**src/rtl/sme_driver_if.sv**
```systemverilog
// sme_driver_if: bundles the host-side buffer/command bus and the SME character/result bus.
// slave is the driver's view; master is the host-plus-SME side.
interface sme_driver_if;
  logic       wr_en;
  logic       wr_sel;
  logic [4:0] wr_addr;
  logic [7:0] wr_data;
  logic       start;
  logic [5:0] str_len;
  logic [3:0] pat_len;
  logic       busy;
  logic       done;
  logic       res_match;
  logic [4:0] res_index;
  logic       timeout;
  logic [7:0] chardata;
  logic       isstring;
  logic       ispattern;
  logic       sme_valid;
  logic       sme_match;
  logic [4:0] sme_match_index;

  modport slave (
    input  wr_en, wr_sel, wr_addr, wr_data, start, str_len, pat_len,
    input  sme_valid, sme_match, sme_match_index,
    output busy, done, res_match, res_index, timeout,
    output chardata, isstring, ispattern
  );

  modport master (
    output wr_en, wr_sel, wr_addr, wr_data, start, str_len, pat_len,
    output sme_valid, sme_match, sme_match_index,
    input  busy, done, res_match, res_index, timeout,
    input  chardata, isstring, ispattern
  );
endinterface

```
**src/rtl/sme_driver.sv**
```systemverilog
// sme_driver: streams the string then pattern buffer to an SME and captures its match result.
// Define SME_DRV_TIMEOUT_EN to abort a WAIT that lasts TIMEOUT_CYC cycles.
module sme_driver #(
  parameter int unsigned TIMEOUT_CYC = 1024
) (
  input logic         clk_i,
  input logic         rst_ni,
  sme_driver_if.slave bus
);
  typedef enum logic [2:0] {IDLE, SEND_S, SEND_P, WAIT, FIN} state_e;

  state_e     state_q, state_d;
  logic [5:0] cnt_q, cnt_d;
  logic [5:0] strLen_q, strLen_d;
  logic [3:0] patLen_q, patLen_d;
  logic       resMatch_q, resMatch_d;
  logic [4:0] resIndex_q, resIndex_d;
  logic       timeout_q, timeout_d;
  logic [7:0] strBuf [32];
  logic [7:0] patBuf [8];
  logic       busy;
  logic       accept;
  logic       waitExpired;

  assign busy   = (state_q != IDLE);
  assign accept = (state_q == IDLE) && bus.start && (bus.pat_len != 4'd0) &&
                  (bus.pat_len <= 4'd8) && (bus.str_len <= 6'd32);

  // Buffers are deliberately not reset so a host can reuse them across resets.
  always_ff @(posedge clk_i) begin
    if (bus.wr_en && !busy) begin
      if (bus.wr_sel) patBuf[bus.wr_addr[2:0]] <= bus.wr_data;
      else            strBuf[bus.wr_addr]      <= bus.wr_data;
    end
  end

`ifdef SME_DRV_TIMEOUT_EN
  localparam int unsigned WaitW = (TIMEOUT_CYC > 1) ? $clog2(TIMEOUT_CYC) : 1;
  logic [WaitW-1:0] waitCnt_q, waitCnt_d;

  assign waitExpired = (waitCnt_q == WaitW'(TIMEOUT_CYC - 1));

  always_ff @(posedge clk_i or negedge rst_ni) begin
    if (!rst_ni) waitCnt_q <= '0;
    else         waitCnt_q <= waitCnt_d;
  end
`else
  logic unusedTimeoutCyc;
  assign unusedTimeoutCyc = (TIMEOUT_CYC == 0);
  assign waitExpired      = 1'b0;
`endif

  always_ff @(posedge clk_i or negedge rst_ni) begin
    if (!rst_ni) begin
      state_q    <= IDLE;
      cnt_q      <= '0;
      strLen_q   <= '0;
      patLen_q   <= '0;
      resMatch_q <= 1'b0;
      resIndex_q <= '0;
      timeout_q  <= 1'b0;
    end else begin
      state_q    <= state_d;
      cnt_q      <= cnt_d;
      strLen_q   <= strLen_d;
      patLen_q   <= patLen_d;
      resMatch_q <= resMatch_d;
      resIndex_q <= resIndex_d;
      timeout_q  <= timeout_d;
    end
  end

  always_comb begin
    state_d    = state_q;
    cnt_d      = cnt_q;
    strLen_d   = strLen_q;
    patLen_d   = patLen_q;
    resMatch_d = resMatch_q;
    resIndex_d = resIndex_q;
    timeout_d  = timeout_q;
`ifdef SME_DRV_TIMEOUT_EN
    waitCnt_d  = '0;
`endif
    case (state_q)
      IDLE: begin
        if (accept) begin
          strLen_d = bus.str_len;
          patLen_d = bus.pat_len;
          cnt_d    = '0;
          state_d  = (bus.str_len != 6'd0) ? SEND_S : SEND_P;
        end
      end
      SEND_S: begin
        if (cnt_q == strLen_q - 6'd1) begin
          cnt_d   = '0;
          state_d = SEND_P;
        end else begin
          cnt_d = cnt_q + 6'd1;
        end
      end
      SEND_P: begin
        if (cnt_q == {2'b00, patLen_q} - 6'd1) begin
          cnt_d   = '0;
          state_d = WAIT;
        end else begin
          cnt_d = cnt_q + 6'd1;
        end
      end
      WAIT: begin
        if (bus.sme_valid) begin
          resMatch_d = bus.sme_match;
          resIndex_d = bus.sme_match_index;
          timeout_d  = 1'b0;
          state_d    = FIN;
        end else if (waitExpired) begin
          resMatch_d = 1'b0;
          resIndex_d = '0;
          timeout_d  = 1'b1;
          state_d    = FIN;
        end
`ifdef SME_DRV_TIMEOUT_EN
        else begin
          waitCnt_d = waitCnt_q + WaitW'(1);
        end
`endif
      end
      FIN:     state_d = IDLE;
      default: state_d = IDLE;
    endcase
  end

  // Characters come straight from the buffers so a write accepted with start is already visible.
  always_comb begin
    bus.chardata  = 8'h00;
    bus.isstring  = 1'b0;
    bus.ispattern = 1'b0;
    if (state_q == SEND_S) begin
      bus.isstring = 1'b1;
      bus.chardata = strBuf[cnt_q[4:0]];
    end else if (state_q == SEND_P) begin
      bus.ispattern = 1'b1;
      bus.chardata  = patBuf[cnt_q[2:0]];
    end
  end

  assign bus.busy      = busy;
  assign bus.done      = (state_q == FIN);
  assign bus.res_match = resMatch_q;
  assign bus.res_index = resIndex_q;
  assign bus.timeout   = timeout_q;
endmodule
```
**src/flat_wrapper.sv**
```systemverilog
// flat-port wrapper written by rule: the top's interface ports become plain ports
module sme_driver_flat 
#(
  parameter int unsigned TIMEOUT_CYC = 1024
)
  (clk_i, rst_ni, bus_wr_en, bus_wr_sel, bus_wr_addr, bus_wr_data, bus_start, bus_str_len, bus_pat_len, bus_sme_valid, bus_sme_match, bus_sme_match_index, bus_busy, bus_done, bus_res_match, bus_res_index, bus_timeout, bus_chardata, bus_isstring, bus_ispattern);
  sme_driver_if bus_i ();
  input logic clk_i;
  input logic rst_ni;
  input wire logic [$bits(bus_i.wr_en)-1:0] bus_wr_en;
  input wire logic [$bits(bus_i.wr_sel)-1:0] bus_wr_sel;
  input wire logic [$bits(bus_i.wr_addr)-1:0] bus_wr_addr;
  input wire logic [$bits(bus_i.wr_data)-1:0] bus_wr_data;
  input wire logic [$bits(bus_i.start)-1:0] bus_start;
  input wire logic [$bits(bus_i.str_len)-1:0] bus_str_len;
  input wire logic [$bits(bus_i.pat_len)-1:0] bus_pat_len;
  input wire logic [$bits(bus_i.sme_valid)-1:0] bus_sme_valid;
  input wire logic [$bits(bus_i.sme_match)-1:0] bus_sme_match;
  input wire logic [$bits(bus_i.sme_match_index)-1:0] bus_sme_match_index;
  output wire logic [$bits(bus_i.busy)-1:0] bus_busy;
  output wire logic [$bits(bus_i.done)-1:0] bus_done;
  output wire logic [$bits(bus_i.res_match)-1:0] bus_res_match;
  output wire logic [$bits(bus_i.res_index)-1:0] bus_res_index;
  output wire logic [$bits(bus_i.timeout)-1:0] bus_timeout;
  output wire logic [$bits(bus_i.chardata)-1:0] bus_chardata;
  output wire logic [$bits(bus_i.isstring)-1:0] bus_isstring;
  output wire logic [$bits(bus_i.ispattern)-1:0] bus_ispattern;
  assign bus_i.wr_en = bus_wr_en;
  assign bus_i.wr_sel = bus_wr_sel;
  assign bus_i.wr_addr = bus_wr_addr;
  assign bus_i.wr_data = bus_wr_data;
  assign bus_i.start = bus_start;
  assign bus_i.str_len = bus_str_len;
  assign bus_i.pat_len = bus_pat_len;
  assign bus_i.sme_valid = bus_sme_valid;
  assign bus_i.sme_match = bus_sme_match;
  assign bus_i.sme_match_index = bus_sme_match_index;
  assign bus_busy = bus_i.busy;
  assign bus_done = bus_i.done;
  assign bus_res_match = bus_i.res_match;
  assign bus_res_index = bus_i.res_index;
  assign bus_timeout = bus_i.timeout;
  assign bus_chardata = bus_i.chardata;
  assign bus_isstring = bus_i.isstring;
  assign bus_ispattern = bus_i.ispattern;
  sme_driver #(.TIMEOUT_CYC(TIMEOUT_CYC)) u_core (.clk_i(clk_i), .rst_ni(rst_ni), .bus(bus_i));
endmodule
```
**config.mk**
```make
export PLATFORM = sky130hd
export DESIGN_NAME = sme_driver_flat
export DESIGN_NICKNAME = d
export VERILOG_FILES = /design/src/rtl/sme_driver_if.sv /design/src/rtl/sme_driver.sv /design/src/flat_wrapper.sv
export SDC_FILE = /design/constraint.sdc
export NUM_CORES = 1
export LEC_CHECK = 0
export ABC_AREA = 1
export CAP_MARGIN = 0
export CORE_MARGIN = 5
export CORE_UTILIZATION = 45
export DETAILED_ROUTE_END_ITERATION = 12
export HOLD_SLACK_MARGIN = 0.1
export PLACE_DENSITY_LB_ADDON = 0.3
export SLEW_MARGIN = 30
export SYNTH_ARGS = -nofsm -noshare
export SYNTH_HDL_FRONTEND = slang
export SYNTH_SLANG_ARGS = --single-unit
```
**constraint.sdc**
```tcl
create_clock -name clk_i -period 6.1 [get_ports clk_i]
set_clock_uncertainty 0.05 [all_clocks]
set_input_delay 0.61 -clock clk_i [delete_from_list [all_inputs] [get_ports clk_i]]
set_output_delay 0.61 -clock clk_i [all_outputs]
set_load 0.1 [all_outputs]
```
### Word level (Yosys, flattened, before mapping)

Memory sizes are Yosys's and may differ from the RTL's.
Index checks and enable logic that the tools add are counted.

* flip-flop bits (word level): 25
* RAM bits: 320
* input port bits: 35
* output and inout port bits: 19
* word-level logic and storage cells: 59
* memories: 2

Memories
* u_core.strBuf: depth 32, width 8, rd ports 1, clocked after Yosys merged registers in 0, write ports 1, RTL line sme_driver.sv:19 `logic [7:0] strBuf [32];`
* u_core.patBuf: depth 8, width 8, rd ports 1, clocked after Yosys merged registers in 0, write ports 1, RTL line sme_driver.sv:20 `logic [7:0] patBuf [8];`

* add/subtract/negate cells: 3
* order comparisons: 2
* eq/ne operators: 10
* multiplexer cells: 21
* reductions and logical operators: 15

Operators with widths (number)
* $mux W6: 3
* $pmux W6 S3: 1
* $mux W8: 2
* $eq A6 B6 Y1: 2
* $mux W3: 4
* $pmux W3 S4: 1
* $mux W1: 9
* $add A6 B1 Y6 const B: 1
* $eq A3 B2 Y1 const B: 2
* $le A6 B6 Y1 const B: 1
* $ne A2 B1 Y1 const B: 3
* $reduce_and A2 Y1: 3
* $reduce_bool A3 Y1: 2
* $reduce_bool A6 Y1: 1
* $sub A6 B1 Y6 const B: 1
* $logic_and A1 B1 Y1: 5
* $sub A4 B1 Y5 const B: 1
* $le A4 B4 Y1 const B: 1
* $reduce_and A4 Y1: 1
* $reduce_bool A4 Y1: 1
* $eq A3 B1 Y1 const B: 1
* $eq A3 B3 Y1 const B: 1
* $logic_not A3 Y1: 1
* $mux W2: 1
* 2 further kinds: 2

### Longest topological paths before layout

Gate-level depths: netlist of the first run.

* depth in word-level cells: 7
* mapped depth: 14
* depth with buffers taken out: 14

### Worst setup path after synthesis of the first run

Ideal clock, no wire load.

* path kind: reg-to-output
* start: register u_core.state_q[2]
* end: output port bus_chardata[0]
* arrival time: 2.695 ns
* data required time: 5.440 ns
* slack: 2.745 ns
* cell stages (with the launch flop): 7
* buffers on the path: 1
* cells stage by stage: dfrtp_1 inv_1 nand2_1 nor2_1 clkbuf_1 o211ai_1 nand2_1

* longest elaborated chain between the ends: 3
* elaborated cells on any way between the ends: 4
* classes of those cells: 2 x eq/ne; 2 x mux

RTL lines
* from (decl): RTL line sme_driver.sv:12 `state_e state_q, state_d;`
* from (signal assigned): RTL line sme_driver.sv:63 `state_q <= state_d;`
* $eq A3 B2 Y1: RTL line sme_driver.sv:140 `end else if (state_q == SEND_P) begin`
* $mux W8: RTL line sme_driver.sv:140
* $mux W8 (*): RTL line sme_driver.sv:137 `if (state_q == SEND_S) begin`
* to (decl): RTL line flat_wrapper.sv:25 `output wire logic [$bits(bus_i.chardata)-1:0] bus_chardata;`

Every way passes the cells marked *; elsewhere a longest branch is shown, timed or not.

### Final worst setup path of the first run

* start: register u_core.cnt_q[2]
* end: output port bus_chardata[2]

* longest elaborated chain between the ends: 3
* elaborated cells on any way between the ends: 4
* classes of those cells: 2 x mux; 2 x memory

RTL lines
* from (decl): RTL line sme_driver.sv:13 `logic [5:0] cnt_q, cnt_d;`
* from (signal assigned): RTL line sme_driver.sv:64 `cnt_q <= cnt_d;`
* branches (longest 2 deep; another with $mem_v2 Z32 W8)
* $mux W8 (*): RTL line sme_driver.sv:137

Every way passes the cells marked *.

==> results of run 1 <==
==> placed cells by master, fill, tap and decap left out, types with 2 or more instances in the layout <==
| cell | instances |
|---|---|
| nor2_1 | 114 |
| o21ai_0 | 49 |
| clkbuf_16 | 35 |
| a21boi_0 | 24 |
| ha_1 | 3 |
| xnor2_1 | 5 |
| o22ai_1 | 17 |
| o211ai_1 | 33 |
| o21ai_1 | 13 |
| inv_6 | 2 |
| clkinv_2 | 2 |
| dfrtp_1 | 23 |
| inv_2 | 2 |
| clkinv_1 | 8 |
| nand3_1 | 103 |
| nor3_2 | 2 |
| inv_1 | 32 |
| a21oi_1 | 38 |
| nand4_1 | 7 |
| nand2_1 | 390 |
| buf_4 | 30 |
| nor4_1 | 2 |
| bufinv_16 | 2 |
| xor2_1 | 4 |
| clkdlybuf4s50_1 | 44 |
| o221ai_1 | 9 |
| edfxtp_1 | 320 |
| clkbuf_1 | 9 |
| nor3_1 | 2 |
| nor2_4 | 3 |
==> logic make-up (layout without fill, tap and decap cells) <==
| family | after synthesis | after routing |
|---|---|---|
| adder cells (fa/ha/maj) | 3 | 3 |
| XOR/XNOR | 9 | 9 |
| buffers and inverters | 109 | 168 |
| multiplexers | 1 | 1 |
| other | 1 | 1 |
| AND/OR/NAND/NOR | 628 | 628 |
| flip-flops | 345 | 345 |
| AO/OA/AOI/OAI | 184 | 184 |
==> state kept, by name (all words and copies together) (netlist names) <==
signal and flops:
u_core.bus.res_index 5, u_core.bus.res_match 1, u_core.cnt_q 6, u_core.patBuf 64
u_core.patLen_q 4, u_core.state_q 3, u_core.strBuf 256, u_core.strLen_q 6
==> power by group through the flow <==
stage               sequential, mW  combinational (mW)  clock (mW)
floorplan                     2.90                1.99           0
global placement              2.91                2.62           0
detailed placement            2.91                2.65           0
CTS                           2.86                2.66        2.03
global route                  2.88                2.91        2.14
finish                        2.87                2.65        2.02
==> cell type report <==
class,instances,area [um^2],share of cell area (%)
multi-input combinational,826,3820,23.2
clock buffer,45,923,5.61
sequential,345,10200,62.2
clock inverter,13,125,0.760
inverter,36,140,0.851
timing repair buffer,74,666,4.04
tap,442,553,3.36
==> critical path, stage by stage (launching register included) <==
cell and delay (ns):
dfrtp_1 0.88, inv_1 0.20, nor2_4 0.73, a21oi_1 0.16
o211ai_1 0.25, nand2_1 0.18, nand2_1 0.09, nand3_1 0.12
nand2_1 0.11, buf_4 0.29
==> stage by stage <==
step	hold WS [ns]	setup WS (ns)
final	0.420	1.90
after CTS	0.424	1.82
after detailed placement	0.420	2.37
after global placement	0.414	2.35
after global routing	0.442	1.66
after floorplan	0.264	2.74
==> layer usage <==
layer  part of all wire, %  track usage, %  vias to the layer above
met2                    47            31.3                      355
met5                     0               0                        -
li1                      -               -                     4560
met4                   2.5            5.48                        0
met1                    44            27.1                     4653
met3                   6.7            2.66                       64
==> worst max-delay path by stage <==
stage | endpoint | slack (ns) | cells past startpoint
2_1_floorplan | bus_chardata[0] | 2.74 | 6
3_3_place_gp | bus_chardata[2] | 2.35 | 11
3_5_place_dp | bus_chardata[4] | 2.37 | 13
4_1_cts | bus_chardata[4] | 1.82 | 13
5_1_grt | bus_chardata[3] | 1.66 | 10
6_report | bus_chardata[2] | 1.90 | 9
==> flow_metrics.env, run 1 <==
export IMPL_num_rows=66
export IMPL_yosysSeqAreaShare_pct=70.1
export IMPL_worst_slew_pin_slew_ns=0.985
export IMPL_path_max_fanout=32
export IMPL_num_vias=9632
export IMPL_dp_cells=1723
export IMPL_ys_types=37
export IMPL_setup_viol_count_final=0
export IMPL_clk_insertion_delay_late_ns=0.51
export IMPL_timing_final_max_slew_violations=0
export IMPL_syn_to_final_growth_pct=12.9
export IMPL_max_freq_ghz=0.238
export IMPL_ys_warn_count=0
export IMPL_post_route_util_pct=51.0
export IMPL_fin_crit_sh_pct=68.8
export IMPL_synth_net_count=1318
export IMPL_synth_xor_area_share_pct=0.540
export IMPL_wirelength_mm=34.8
export IMPL_muxShareOfSynthArea_pct=0.0772
export IMPL_reg2reg_setup_slack_ns=3.23
export IMPL_port_buffers=52
export IMPL_drt_iter0_drc=817
export IMPL_p_sw_share_pct=39.7
export IMPL_synth_compound_area_share_pct=7.69
export IMPL_cp_start_kind="flop"
export IMPL_timing_rr_start="u_core.state_q[0]"
export IMPL_grtUsageTotal_pct=19.2
export IMPL_syn_inst=1280
export IMPL_yosys_top_cells_count="nand2_1, edfxtp_1, nor2_1, nand3_1, o21ai_0"
export IMPL_relSlewSlack_pct=34.1
export IMPL_synth_edff_count=320
export IMPL_cts_clk_slew_worst_paths_ns=0.06
export IMPL_leakagePower_nw=6.02
export IMPL_first_pass_iters=6
export IMPL_holdCritPathClass="in -> async"
export IMPL_clock_sinks=345
export IMPL_antenna_found_initial=0
export IMPL_cts_htree_levels=2
export IMPL_drv_cap=0
export IMPL_holdBufCountCts=0
export IMPL_pwr_share_seq_pct=38.1
export IMPL_fillCellCount=2778
export IMPL_die_w_um=190
export IMPL_cts_tree="yes"
export IMPL_design_die_area_um2=36100
export IMPL_run_status="finished, final reports clean"
export IMPL_rsz0062_at_grt="false"
export IMPL_fin_cells=1781
export IMPL_pwr_share_comb_pct=35.2
export IMPL_cp_required_ns=5.44
export IMPL_powerDensity_nw_per_um2=458
export IMPL_ioPinCount=54
export IMPL_ys_ff_latch=345
export IMPL_async_flop_share_pct=7.25
export IMPL_rr_worst_depth=7
export IMPL_setup_tns_ns=0
export IMPL_antenna_cells=0
export IMPL_gp_congestion=0.799
export IMPL_synth_top_area_share_pct=65.9
export IMPL_period_needed_ns=4.20
export IMPL_initial_core_util_pct=45.2
export IMPL_synthFlopType="edfxtp_1"
export IMPL_post_cts_buffers=0
export IMPL_synth_top_family_by_area="simple AND/OR/NAND/NOR gates"
export IMPL_postPlaceCellArea_um2=15400
export IMPL_viasPerCell=5.41
export IMPL_p_clk_share_pct=26.8
export IMPL_cts_root_buf="clkbuf_16"
export IMPL_ctsResizeCount=0
export IMPL_hold_violations=0
export IMPL_synth_adder_area_share_pct=0.257
export IMPL_drcViolationCount=0
export IMPL_drive_above_1_share_pct=6.57
export IMPL_cp_end_kind="output pin"
export IMPL_max_clock_path_buffers=3
export IMPL_grt_pass1_vias=9432
export IMPL_grt_pass1_wl_mm=53.7
export IMPL_path_class="reg -> out"
export IMPL_routedWlPerCell_um=19.5
export IMPL_switchingPower_mw=2.99
export IMPL_yosysMostFrequentCell="nand2_1"
export IMPL_p_int_mw=4.54
export IMPL_grt_max_degree=103
export IMPL_synth_top_area_cell="edfxtp_1"
export IMPL_cp_startpoint="u_core.cnt_q[2]"
export IMPL_irDropWorstVdd_mv=0.345
export IMPL_hpwl_mm=20.5
export IMPL_syn_area_um2=14600
export IMPL_numCtsBuffers=35
export IMPL_synthSimpleGateAreaFrac_pct=17.5
export IMPL_fin_area_um2=16500
export IMPL_nNetsFinal=1356
export IMPL_die_h_um=190
export IMPL_overflow=0
export IMPL_synthTopCellsByArea="edfxtp_1, nand2_1, dfrtp_1"
export IMPL_core_um2=32300
export IMPL_avgSynthCellArea_um2=11.4
export IMPL_antenna_left=0
export IMPL_power_mw=7.54
export IMPL_timing_rr_end="u_core.strBuf[19][5]"
export IMPL_crit_arrival_ns=3.54
Power figures use the tool's default switching activity.
==> inputs of run 2 (changes only) <==
==> constraint.sdc (replaced) <==
create_clock -name clk_i -period 3.7 [get_ports clk_i]
set_clock_uncertainty 0.05 [all_clocks]
set_input_delay 0.37 -clock clk_i [delete_from_list [all_inputs] [get_ports clk_i]]
set_output_delay 0.37 -clock clk_i [all_outputs]
set_load 0.1 [all_outputs]
==> run 2 against run 1 <==
Worst setup slack got worse by 1.6 ns. Wire length up 2.3%. Design area up 2.4%. Clock power up 87%. Combinational power is 82% higher. Total power grew 76%. Global-route usage increased by 0.34 points. Count of clock-buffer cells in the layout grew 1. Worst hold slack got worse by 0.084 ns. Core utilization grew 1.2 points. Largest cell class unchanged.
==> flow_metrics.env, run 2 (synthesis gave the netlist of run 1 again) <==
export IMPL_max_clock_path_buffers=3
export IMPL_antenna_found_initial=0
export IMPL_fin_area_um2=16900
export IMPL_max_freq_ghz=0.294
export IMPL_pwr_share_seq_pct=35.2
export IMPL_cts_tree="yes"
export IMPL_holdCritPathClass="in -> reg"
export IMPL_fillCellCount=2760
export IMPL_grt_max_degree=98
export IMPL_initial_core_util_pct=45.2
export IMPL_final_common_cell="nand2_1"
export IMPL_routedWlPerCell_um=19.8
export IMPL_clock_sinks=345
export IMPL_antenna_cells=0
export IMPL_setup_viol_count_final=0
export IMPL_timing_final_max_slew_violations=0
export IMPL_numCtsBuffers=37
export IMPL_cpPeakStageDelay_ns=0.75
export IMPL_cp_required_ns=3.28
export IMPL_powerDensity_nw_per_um2=786
export IMPL_cpMostUsedCell="nand2_1"
export IMPL_viasPerCell=5.43
export IMPL_path_cells="buf_12, nand2_1, a21boi_0, o211ai_1, nand2_1, nand2_1, nand3_1, nand2_1, buf_12"
export IMPL_drive_above_1_share_pct=7.90
export IMPL_crit_arrival_ns=2.98
export IMPL_setup_tns_ns=0
export IMPL_overflow=0
export IMPL_hpwl_mm=20.9
export IMPL_cts_root_buf="clkbuf_16"
export IMPL_cp_end_kind="output pin"
export IMPL_worst_slew_pin_slew_ns=0.988
export IMPL_p_sw_share_pct=38.6
export IMPL_multi_input_area_um2=3810
export IMPL_wirelength_mm=35.6
export IMPL_drt_iter0_drc=1066
export IMPL_port_buffers=52
export IMPL_p_int_mw=8.15
export IMPL_nNetsFinal=1368
export IMPL_antenna_left=0
export IMPL_drv_cap=0
export IMPL_gp_congestion=0.829
export IMPL_irDropWorstVdd_mv=0.528
export IMPL_cts_htree_levels=2
export IMPL_grtUsageTotal_pct=19.5
export IMPL_hold_violations=0
export IMPL_die_h_um=190
export IMPL_regMostFlops="u_core.strBuf"
export IMPL_relSlewSlack_pct=33.9
export IMPL_num_vias=9762
export IMPL_crit_slowest_cell="dfrtp_4"
export IMPL_cp_start_kind="flop"
export IMPL_dp_cells=1732
export IMPL_grt_pass1_wl_mm=54.9
export IMPL_fin_crit_sh_pct=92.0
export IMPL_pwr_share_comb_pct=36.3
export IMPL_post_route_util_pct=52.2
export IMPL_cts_clk_slew_worst_paths_ns=0.06
export IMPL_fin_cells=1797
export IMPL_drcViolationCount=0
export IMPL_core_um2=32300
export IMPL_layout_common_cells="nand2_1, edfxtp_1, nor2_1"
export IMPL_num_rows=66
export IMPL_leakagePower_nw=6.20
export IMPL_path_class="reg -> out"
export IMPL_first_pass_iters=5
export IMPL_ctsResizeCount=0
export IMPL_p_clk_share_pct=28.5
export IMPL_largest_reg_flops=256
export IMPL_ioPinCount=54
export IMPL_regArea_um2=10200
export IMPL_period_needed_ns=3.40
export IMPL_run_status="finished, final reports clean"
export IMPL_grt_pass1_vias=9401
export IMPL_design_die_area_um2=36100
export IMPL_syn_to_final_growth_pct=15.6
export IMPL_clk_insertion_delay_late_ns=0.52
export IMPL_reg2reg_setup_slack_ns=0.90
export IMPL_path_max_fanout=84
export IMPL_postPlaceCellArea_um2=15600
export IMPL_hold_ws_ns=0.336
export IMPL_switchingPower_mw=5.11
export IMPL_rsz0062_at_grt="false"
export IMPL_die_w_um=190
[run 2: cell types whose count changed in the layout (fill, tap and decap cells not counted), sizes merged]
cell / delta
inv: -2
clkbuf: +1
clkinvlp: +3
bufinv: +4
clkdlybuf4s50: -2
buf: +11
dlygate4sd3: +1
[run 2: final timing paths]
check | startpoint | end | cells past startpoint
hold reg to reg | u_core.bus.res_match | u_core.bus.res_match | 2
hold / removal | bus_sme_match_index[4] | u_core.bus.res_index[4] | 3
setup / recovery | u_core.cnt_q[0] | bus_chardata[0] | 9
max in group asynchronous | rst_ni | u_core.cnt_q[0] | 3
setup reg to reg | u_core.state_q[0] | u_core.strBuf[3][1] | 7
min in group asynchronous | rst_ni | u_core.strLen_q[2] | 2
[run 2: cell type report]
cell class | count | share of cell area (%)
clock inverter | 18 | 1.51
inverter | 36 | 0.816
timing repair buffer | 84 | 5.27
clock buffer | 46 | 5.82
multi-input combinational | 826 | 22.6
sequential | 345 | 60.7
tap | 442 | 3.28
[run 2: routing by layer]
layer | part of all wire [%] | vias to the layer above | global-route usage [%]
met5 | 0 | - | 0
li1 | - | 4583 | -
met4 | 1.8 | 0 | 4.51
met3 | 7.7 | 58 | 3.28
met2 | 46 | 402 | 30.5
met1 | 44 | 4719 | 29.0
[run 2: power groups by stage]
stage / Sequential [mW] / Combinational [mW] / Clock [mW]
CTS: 4.66 / 4.81 / 3.83
global placement: 4.73 / 4.75 / 0
global route: 4.69 / 5.24 / 3.99
finish: 4.66 / 4.82 / 3.78
detailed placement: 4.73 / 4.78 / 0
floorplan: 4.79 / 3.28 / 0
[run 2: per-stage QoR]
| stage | total power, mW | worst slack, ns |
|---|---|---|
| 2_1_floorplan | 8.07 | 0.585 |
| 3_3_place_gp | 9.49 | 0.788 |
| 3_5_place_dp | 9.52 | 0.845 |
| 4_1_cts | 13.3 | 0.292 |
| 5_1_grt | 13.9 | 0.146 |
| 6_report | 13.3 | 0.296 |
[run 2: critical path, delay by kind of cell (launching register included)]
| family | cells | cell delay [ns] |
|---|---|---|
| AO/OA/AOI/OAI | 2 | 0.53 |
| buffers and inverters | 2 | 0.57 |
| flip-flops | 1 | 0.75 |
| AND/OR/NAND/NOR | 5 | 0.55 |
[run 2: timing repair]
item,CTS,global route
setup buffers,0,0
endpoints found under the hold margin,5,0
hold buffers,1,0
setup endpoints to repair,0,0
==> inputs of run 3 (changes only) <==
==> constraint.sdc (replaced) <==
create_clock -name clk_i -period 4.4 [get_ports clk_i]
set_clock_uncertainty 0.05 [all_clocks]
set_input_delay 0.44 -clock clk_i [delete_from_list [all_inputs] [get_ports clk_i]]
set_output_delay 0.44 -clock clk_i [all_outputs]
set_load 0.1 [all_outputs]
==> run 3 against run 2 <==
Sequential power decreased by 18%. Wire length up 0.66%. Worst setup slack improved by 0.42 ns. Combinational power decreased by 16%. Sequential cell count unchanged. Cell count fell by 0.67%. Core utilization down 0.74 points. Worst hold slack worse by 0.083 ns. Critical path depth is 4 higher. Die area is the same. Critical endpoint is now bus_chardata[5]. Highest routed layer unchanged.
==> flow_metrics.env, run 3 (synthesis gave the netlist of run 1 again) <==
export IMPL_first_pass_iters=5
export IMPL_cp_start_kind="flop"
export IMPL_cp_required_ns=3.91
export IMPL_fillCellCount=2843
export IMPL_cpMostUsedCell="nand2_1"
export IMPL_cp_end_kind="output pin"
export IMPL_worst_slew_pin_slew_ns=1.01
export IMPL_hpwl_mm=21.2
export IMPL_max_freq_ghz=0.271
export IMPL_grt_pass1_wl_mm=55.6
export IMPL_powerDensity_nw_per_um2=644
export IMPL_path_max_fanout=68
export IMPL_wirelength_mm=35.8
export IMPL_timing_rr_start="u_core.state_q[1]"
export IMPL_crit_slowest_cell="inv_4"
export IMPL_ctsResizeCount=0
export IMPL_antenna_left=0
export IMPL_rr_worst_depth=7
export IMPL_setup_tns_ns=0
export IMPL_leakagePower_nw=6.08
export IMPL_clk_insertion_delay_late_ns=0.51
export IMPL_grt_pass1_vias=9494
export IMPL_path_cells="inv_4, buf_4, nand2_1, nand2_1, nand2_1, nand2_1, nor2_1, nand2_1, nand2_1, nand2_1, nand3_1, nand2_1, buf_12"
export IMPL_viasPerCell=5.49
export IMPL_die_h_um=190
export IMPL_relSlewSlack_pct=32.4
export IMPL_irDropWorstVdd_mv=0.516
export IMPL_cpPeakStageDelay_ns=0.53
export IMPL_hold_violations=0
export IMPL_routedWlPerCell_um=20.1
export IMPL_cp_num_buf_inv=3
export IMPL_max_clock_path_buffers=3
export IMPL_final_common_cell="nand2_1"
export IMPL_run_status="finished, final reports clean"
export IMPL_port_buffers=52
export IMPL_grtUsageTotal_pct=19.8
export IMPL_clock_sinks=345
export IMPL_drive_above_1_share_pct=7.07
export IMPL_numCtsBuffers=36
export IMPL_cts_htree_levels=2
export IMPL_antenna_cells=0
export IMPL_layout_common_cells="nand2_1, edfxtp_1, nor2_1"
export IMPL_rsz0062_at_grt="false"
export IMPL_num_rows=66
export IMPL_die_w_um=190
export IMPL_syn_to_final_growth_pct=13.9
export IMPL_timing_final_max_slew_violations=0
export IMPL_design_die_area_um2=36100
export IMPL_nNetsFinal=1362
export IMPL_cts_tree="yes"
export IMPL_overflow=0
export IMPL_crit_cells=13
export IMPL_largest_reg_flops=256
export IMPL_grt_max_degree=165
export IMPL_drv_cap=0
export IMPL_timing_rr_end="u_core.strBuf[1][3]"
export IMPL_reg2reg_setup_slack_ns=1.62
export IMPL_post_cts_buffers=0
export IMPL_core_um2=32300
export IMPL_initial_core_util_pct=45.2
export IMPL_antenna_found_initial=0
export IMPL_path_class="reg -> out"
export IMPL_ioPinCount=54
export IMPL_cts_clk_slew_worst_paths_ns=0.06
export IMPL_gp_congestion=0.866
export IMPL_holdBufCountCts=0
export IMPL_setup_viol_count_final=0
export IMPL_fin_crit_sh_pct=83.7
export IMPL_drt_iter0_drc=954
export IMPL_period_needed_ns=3.68
export IMPL_cts_root_buf="clkbuf_16"
export IMPL_crit_arrival_ns=3.19
export IMPL_path_delay_family="buffers and inverters"
export IMPL_holdCritPathClass="in -> async"
export IMPL_num_vias=9797
export IMPL_fin_area_um2=16600
export IMPL_regMostFlops="u_core.strBuf"
export IMPL_postPlaceCellArea_um2=15600
export IMPL_drcViolationCount=0
[run 3: changes by cell type in the layout (fill, tap and decap cells not counted), moves of 2 or more]
cell             change
buf_12               -3
buf_4                -3
bufinv_16            -4
clkbuf_1             +4
clkbuf_16            -2
clkdlybuf4s50_1      +2
clkinv_1             -2
clkinvlp_4           -3
nor3_1               -2
nor3_2               +2
[run 3: routing by layer]
layer,vias up,global-route usage (%),part of all wire (%)
met1,4765,28.6,43
li1,4577,-,-
met4,0,5.09,2.3
met2,390,32.0,47
met5,-,0,0
met3,65,2.86,7.6
[run 3: stage by stage]
step	total power, mW	hold WS [ns]	setup WS (ns)	instances	util, %
detailed placement	7.96	0.420	1.27	1728	48.2
CTS	10.8	0.261	0.714	1785	51.5
floorplan	6.79	0.0944	1.21	1280	-
finish	10.7	0.253	0.716	1785	51.5
global route	11.3	0.287	0.494	1785	51.5
global placement	7.93	0.416	1.27	1728	48.2
[run 3: layout make-up]
class	count	area (um^2)	share of cell area, %
well taps	442	553	3.33
flip-flops and latches	345	10200	61.6
clock buffers	48	946	5.69
inverters	36	139	0.836
repair buffers	79	816	4.91
clock inverters	9	109	0.655
multi-input cells	826	3820	23.0
[run 3: worst max-delay path by stage]
| stage | startpoint | to | slack [ns] |
|---|---|---|---|
| 2_1_floorplan | u_core.state_q[2] | bus_chardata[0] | 1.21 |
| 3_3_place_gp | u_core.cnt_q[0] | bus_chardata[5] | 1.27 |
| 3_5_place_dp | u_core.cnt_q[0] | bus_chardata[3] | 1.27 |
| 4_1_cts | u_core.cnt_q[0] | bus_chardata[3] | 0.71 |
| 5_1_grt | u_core.cnt_q[0] | bus_chardata[5] | 0.49 |
| 6_report | u_core.cnt_q[0] | bus_chardata[5] | 0.72 |
[run 3: where the power goes]
part / switching [mW] / leakage, nW / internal [mW]
Combinational: 2.89 / 2.38 / 1.18
Sequential: 0.124 / 3.19 / 3.72
Clock: 1.18 / 0.515 / 1.62
Total: 4.19 / 6.08 / 6.52
[run 3: worst register-to-register path: cells and delay by family, from the launching register on]
| family | cells | cell delay [ns] |
|---|---|---|
| simple gates | 6 | 1.82 |
| flops | 1 | 0.43 |
| buf+inv | 1 | 0.09 |
